File: src/rtl/xor_diff_pipe_if.sv
`default_nettype none
// ============================================================================
// Module   : xor_diff_pipe_if
// Brief    : Handshake and data bundle for xor_diff_pipe. Operands travel
//            upstream to downstream, and results travel back with valid/ready.
//            The optional mismatch counter signals exist only when
//            MISMATCH_CNT_EN is defined.
// Revision : 1.0  initial release
// ============================================================================
interface xor_diff_pipe_if #(
  parameter int WIDTH = 64,
  parameter int CNT_W = 16
);
  logic             in_valid;
  logic             in_ready;
  logic [WIDTH-1:0] in_a;
  logic [WIDTH-1:0] in_b;
  logic             out_valid;
  logic             out_ready;
  logic [WIDTH-1:0] out_xor;
  logic             out_parity;
  logic             out_equal;

`ifdef MISMATCH_CNT_EN
  logic             clr_cnt;
  logic [CNT_W-1:0] mismatch_cnt;

  // The master is the environment around the block: it drives operands and
  // accepts results.
  modport master (
    output in_valid, in_a, in_b, out_ready, clr_cnt,
    input  in_ready, out_valid, out_xor, out_parity, out_equal, mismatch_cnt
  );
  // The slave is the compare/diff unit itself.
  modport slave (
    input  in_valid, in_a, in_b, out_ready, clr_cnt,
    output in_ready, out_valid, out_xor, out_parity, out_equal, mismatch_cnt
  );
`else
  // CNT_W only sizes the counter. It is kept here so that both builds
  // instantiate the interface with the same parameter list.
  if (CNT_W < 1) begin : g_cnt_w_unused
  end

  modport master (
    output in_valid, in_a, in_b, out_ready,
    input  in_ready, out_valid, out_xor, out_parity, out_equal
  );
  modport slave (
    input  in_valid, in_a, in_b, out_ready,
    output in_ready, out_valid, out_xor, out_parity, out_equal
  );
`endif
endinterface
`default_nettype wire

File: src/rtl/xor_diff_pipe.sv
`default_nettype none
// ============================================================================
// Module   : xor_diff_pipe
// Brief    : Two-stage pipelined WIDTH-bit XOR with reduction parity and
//            equality flag, using valid/ready flow control on both sides.
//            Define MISMATCH_CNT_EN to add a saturating count of delivered
//            unequal results, with a synchronous clear.
// Revision : 1.0  initial release
// ============================================================================
module xor_diff_pipe #(
  parameter int WIDTH = 64,
  parameter int CNT_W = 16
) (
  input  logic           clk,
  input  logic           reset,
  xor_diff_pipe_if.slave bus
);

  logic             adv1;
  logic             adv2;
  logic             s1_valid_d, s1_valid_q;
  logic [WIDTH-1:0] s1_diff_d,  s1_diff_q;
  logic             s2_valid_d, s2_valid_q;
  logic [WIDTH-1:0] out_xor_d,  out_xor_q;
  logic             out_parity_d, out_parity_q;
  logic             out_equal_d,  out_equal_q;

  // A stage may advance when it is empty or when the stage after it is
  // moving. Ready therefore depends only on state and out_ready.
  always_comb begin
    adv2 = !s2_valid_q || bus.out_ready;
    adv1 = !s1_valid_q || adv2;
  end

  assign bus.in_ready   = adv1;
  assign bus.out_valid  = s2_valid_q;
  assign bus.out_xor    = out_xor_q;
  assign bus.out_parity = out_parity_q;
  assign bus.out_equal  = out_equal_q;

  // Stage 1 captures the raw difference vector when an operand pair is
  // accepted. Data holds otherwise, which avoids needless toggling.
  always_comb begin
    s1_valid_d = s1_valid_q;
    s1_diff_d  = s1_diff_q;
    if (adv1) begin
      s1_valid_d = bus.in_valid;
      if (bus.in_valid) begin
        s1_diff_d = bus.in_a ^ bus.in_b;
      end
    end
  end

  // Stage 2 derives the flags from the stage-1 diff. Output data changes only
  // when a new result moves in, so it stays stable while the output is stalled.
  always_comb begin
    s2_valid_d   = s2_valid_q;
    out_xor_d    = out_xor_q;
    out_parity_d = out_parity_q;
    out_equal_d  = out_equal_q;
    if (adv2) begin
      s2_valid_d = s1_valid_q;
      if (s1_valid_q) begin
        out_xor_d    = s1_diff_q;
        out_parity_d = ^s1_diff_q;
        out_equal_d  = (s1_diff_q == '0);
      end
    end
  end

  // Pipeline registers. Reset discards everything in flight.
  always_ff @(posedge clk or posedge reset) begin
    if (reset) begin
      s1_valid_q   <= 1'b0;
      s1_diff_q    <= '0;
      s2_valid_q   <= 1'b0;
      out_xor_q    <= '0;
      out_parity_q <= 1'b0;
      out_equal_q  <= 1'b0;
    end else begin
      s1_valid_q   <= s1_valid_d;
      s1_diff_q    <= s1_diff_d;
      s2_valid_q   <= s2_valid_d;
      out_xor_q    <= out_xor_d;
      out_parity_q <= out_parity_d;
      out_equal_q  <= out_equal_d;
    end
  end

`ifdef MISMATCH_CNT_EN
  localparam logic [CNT_W-1:0] C_CNT_MAX = '1;

  logic [CNT_W-1:0] mismatch_cnt_d, mismatch_cnt_q;

  assign bus.mismatch_cnt = mismatch_cnt_q;

  // Count unequal results at the moment they are handed downstream. The
  // counter saturates instead of wrapping, and clear wins over a concurrent
  // increment.
  always_comb begin
    mismatch_cnt_d = mismatch_cnt_q;
    if (bus.clr_cnt) begin
      mismatch_cnt_d = '0;
    end else if (s2_valid_q && bus.out_ready && !out_equal_q &&
                 (mismatch_cnt_q != C_CNT_MAX)) begin
      mismatch_cnt_d = mismatch_cnt_q + CNT_W'(1);
    end
  end

  // Mismatch counter register.
  always_ff @(posedge clk or posedge reset) begin
    if (reset) begin
      mismatch_cnt_q <= '0;
    end else begin
      mismatch_cnt_q <= mismatch_cnt_d;
    end
  end
`else
  // CNT_W only sizes the optional counter. It is retained so that both builds
  // share one parameter list.
  if (CNT_W < 1) begin : g_cnt_w_unused
  end
`endif

endmodule
`default_nettype wire
File: src/flat_wrapper.sv
// flat-port wrapper written by rule: the top's interface ports become plain ports
module xor_diff_pipe_flat 
#(
  parameter int WIDTH = 64,
  parameter int CNT_W = 16
)
  (clk, reset, bus_in_valid, bus_in_a, bus_in_b, bus_out_ready, bus_in_ready, bus_out_valid, bus_out_xor, bus_out_parity, bus_out_equal);
  xor_diff_pipe_if #(.WIDTH(WIDTH), .CNT_W(CNT_W)) bus_i ();
  input  logic clk;
  input  logic reset;
  input wire logic [$bits(bus_i.in_valid)-1:0] bus_in_valid;
  input wire logic [$bits(bus_i.in_a)-1:0] bus_in_a;
  input wire logic [$bits(bus_i.in_b)-1:0] bus_in_b;
  input wire logic [$bits(bus_i.out_ready)-1:0] bus_out_ready;
  output wire logic [$bits(bus_i.in_ready)-1:0] bus_in_ready;
  output wire logic [$bits(bus_i.out_valid)-1:0] bus_out_valid;
  output wire logic [$bits(bus_i.out_xor)-1:0] bus_out_xor;
  output wire logic [$bits(bus_i.out_parity)-1:0] bus_out_parity;
  output wire logic [$bits(bus_i.out_equal)-1:0] bus_out_equal;
  assign bus_i.in_valid = bus_in_valid;
  assign bus_i.in_a = bus_in_a;
  assign bus_i.in_b = bus_in_b;
  assign bus_i.out_ready = bus_out_ready;
  assign bus_in_ready = bus_i.in_ready;
  assign bus_out_valid = bus_i.out_valid;
  assign bus_out_xor = bus_i.out_xor;
  assign bus_out_parity = bus_i.out_parity;
  assign bus_out_equal = bus_i.out_equal;
  xor_diff_pipe #(.WIDTH(WIDTH), .CNT_W(CNT_W)) u_core (.clk(clk), .reset(reset), .bus(bus_i));
endmodule
File: config.mk
export PLATFORM = sky130hd
export DESIGN_NAME = xor_diff_pipe_flat
export DESIGN_NICKNAME = d
export VERILOG_FILES = /design/src/rtl/xor_diff_pipe_if.sv /design/src/rtl/xor_diff_pipe.sv /design/src/flat_wrapper.sv
export SDC_FILE = /design/constraint.sdc
export NUM_CORES = 1
export LEC_CHECK = 0
export CELL_PAD_IN_SITES_DETAIL_PLACEMENT = 0
export CELL_PAD_IN_SITES_GLOBAL_PLACEMENT = 1
export CORE_AREA = 2 2 136 138
export CTS_CLUSTER_DIAMETER = 100
export DETAILED_ROUTE_END_ITERATION = 6
export DIE_AREA = 0 0 138 140
export PLACE_DENSITY = 0.89
export REMOVE_ABC_BUFFERS = 1
export SLEW_MARGIN = 25
export SYNTH_ARGS = -nofsm -noshare
export SYNTH_HDL_FRONTEND = slang
export SYNTH_SLANG_ARGS = --single-unit
File: constraint.sdc
create_clock -name clk -period 5.3 [get_ports clk]
set_input_delay 1.06 -clock clk [delete_from_list [all_inputs] [get_ports clk]]
set_output_delay 1.06 -clock clk [all_outputs]
set_load 0.05 [all_outputs]
==> run metrics <==
H-tree depth=4; die width=138 µm; Worst Hold Depth=2; status=completed; vias in the first global route=4779; Core Box Area=17800 µm²; top cells by count, synth=dfrtp_1 (132), nand2_1 (69), xor2_1 (68); First DRT Iteration DRCs=147; Highest Clock Rate=0.276 GHz; CTS buffer count=17; drt pass-1 iters=5; worst vdd rail ir drop=269 µV; clock share of power=32.3%; Netlist cell types=17; synth warn=0; initial antenna violation count=0; Synth Area in Adders=6.52%; Synth Area in Simple Gates=9.57%; Synth Area per Inst=9.76 µm²; slew margin rel.=41.9%; Critical Path RT=4.24 ns; cell family with most CP delay=buffers and inverters; Die ar.=19300 µm²; Rows=49; PortBufs=199; post-CTS setup repair buffer count=0; Synth Area in Compound Gates=10.6%; Gate Count Post-Synth=629; drt wl/cell=13.2 µm; CTS tree=done; most used cell, CP=clkdlybuf4s50_1; Post-Syn Area=6140 µm²; kind of critical path=in2out; nets=987; Levels on crit path=3; maxcap violations=0; RR Startpoint=u_core.s1_valid_q$_DFFE_PP0P_; Main synth FF type=dfrtp_1; clock sinks=132; vias per inst=4.42; post-synthesis mux area share=0%; Comb pwr share=37.7%; CP bufs+invs=2; total global-route track usage=15.2%; largest net degree at the start of global routing=107; Detail Route Antenna Nets=0; Via Count=4702; Worst Path Arrival=2.56 ns; FF+latch count, synth=132; async set or reset register ratio after synthesis=100%; Setup crit end kind=output port; largest family of logic cells by synthesized area=XOR/XNOR gates; global route overflow=0; actual slew at the worst max-slew pin=0.872 ns; Hold-fix buffers, CTS=0; DRC viols=0; CP max-delay cell=clkdlybuf4s50_1; Crit Path Max Fanout=3; RR Endpoint=u_core.s1_diff_q[28]$_DFFE_PP0P_; path depth of the worst reg2reg path=5; Setup TNS=0 ns; worst skew pair latency=0.42 ns; crit-path cells=clkdlybuf4s50_1 > nand3b_1 > clkdlybuf4s50_1; Initial Util=34.5%; hpwl dp=10.4 mm; final setup vio count=0; Post-Layout Cell Count=1065; RSZ-0062 raised after global routing=no; ant diodes=0; period utilization=68.4%; switching pwr=0.00147 W; number of enable flip-flop cells after synthesis=0; Ports=200; Seq pwr share=29.9%; area delta synth->final=47.3%; clk slew on worst S/H paths=0.05 ns; PD cells=474 nW/µm²; R2R setup slack=3.28 ns; Clock Path Buffers=2; placed insts=1033; Synth top area share=53.8%; Post-CTS Resized=0; Hold WS=0.473 ns; final clock skew=0.00529 ns; Setup crit start kind=primary input; Worst Hold Launch=u_core.bus.out_xor[25]$_DFFE_PP0P_; Hold Path Class=reg2reg; switching share of total power=34.4%; gpl congestion=0.724; Synth area leader=dfrtp_1; xor-xnor portion of the synthesized cell area=13.5%; first-pass GRT wire length=23.4 mm; Final Hold Viols=0; final WL=14.1 mm; die height=140 µm; most common cell in the netlist=dfrtp_1; layout cells sized above 1=4.55%; clock root cell=clkbuf_16; leakage power=4.15 nW; dominant cells by area after synthesis=dfrtp_1 (54%), xor2_1 (9.7%), ha_1 (6.5%); post-synthesis sequential area ratio=53.8%; Worst path max stage delay=0.84 ns; Int Pwr=0.00281 W; max-slew violation count=0; Tmin final=3.62 ns; Worst Hold Path EP=u_core.bus.out_xor[25]$_DFFE_PP0P_
-- flip-flops by register name, summed over array words and instances (netlist names) --
name	count
u_core.bus.out_parity	1
u_core.bus.out_xor	64
u_core.s1_valid_q	1
u_core.bus.out_equal	1
u_core.bus.out_valid	1
u_core.s1_diff_q	64
-- cell usage in the layout, fill, tap and decap left out, drive strengths merged --
| master | count |
|---|---|
| nand4 | 8 |
| xnor2 | 27 |
| clkinvlp | 2 |
| o21ai | 66 |
| nor2 | 64 |
| nand2b | 3 |
| xor2 | 68 |
| clkdlybuf4s50 | 199 |
| nand2 | 69 |
| nand3b | 1 |
| inv | 66 |
| dfrtp | 132 |
| clkinv | 3 |
| clkbuf | 19 |
| bufinv | 7 |
| buf | 4 |
| a21oi | 64 |
| ha | 32 |
| nor4 | 2 |
-- cells by family after synthesis --
logic type                 count (synthesis)
AOI/OAI and AO/OA                        130
DFF                                      132
and+or+nand+nor                          147
xor gates and xnor gates                  95
buffers and inverters                     93
adders and majority gates                 32
-- power by group through the flow --
| stage | clock network, W | logic [W] | registers, W |
|---|---|---|---|
| 6_report | 0.00139 | 0.00162 | 0.00128 |
| 4_1_cts | 0.00141 | 0.00165 | 0.00129 |
| 5_1_grt | 0.00146 | 0.00176 | 0.00131 |
| 3_5_place_dp | 0 | 0.00165 | 0.00130 |
| 3_3_place_gp | 0 | 0.00163 | 0.00129 |
| 2_1_floorplan | 0 | 0.000713 | 0.00170 |
-- metal layers --
| metal | global-route usage [%] | up-vias | share of wire (%) |
|---|---|---|---|
| met1 | 18.5 | 2156 | 43 |
| li1 | - | 2388 | - |
| met4 | 5.16 | 0 | 1.4 |
| met5 | 0 | - | 0 |
| met3 | 5.09 | 16 | 7.4 |
| met2 | 25.3 | 142 | 48 |
-- cell type report --
type,count,area [µm²]
clock buffer,19,443
multi-input combinational,404,2490
inverter,65,251
clock inverter,13,253
fill,1719,8730
sequential,132,3300
timing repair buffer,203,2020
tap,229,287
-- worst reg2reg max path: stages (launching register included) --
cell	delay (ns)
dfrtp_1	0.40
nand3b_1	0.19
nand2_4	0.56
buf_4	0.53
nor2_1	0.13
a21oi_1	0.14
-- worst max-delay path by stage --
| stage | start | to | slack [ns] |
|---|---|---|---|
| global route | bus_out_ready | bus_in_ready | 1.64 |
| finish | bus_out_ready | bus_in_ready | 1.68 |
| CTS | bus_out_ready | bus_in_ready | 1.68 |
| global placement | bus_out_ready | bus_in_ready | 1.70 |
| floorplan | reset | u_core.bus.out_equal$_DFFE_PP0P_ | 0.71 |
| detailed placement | bus_out_ready | bus_in_ready | 1.69 |
-- metrics by stage --
| step | area (µm²) | worst slack, ns | power [W] | utilization, % |
|---|---|---|---|---|
| after floorplan | 6020 | 0.714 | 0.00241 | - |
| after global placement | 8350 | 1.70 | 0.00292 | 46.9 |
| after detailed placement | 8350 | 1.69 | 0.00295 | 46.9 |
| after CTS | 9040 | 1.68 | 0.00435 | 50.9 |
| after global routing | 9040 | 1.64 | 0.00452 | 50.9 |
| final | 9040 | 1.68 | 0.00428 | 50.9 |
No activity file was read; power rests on OpenSTA's default activity.
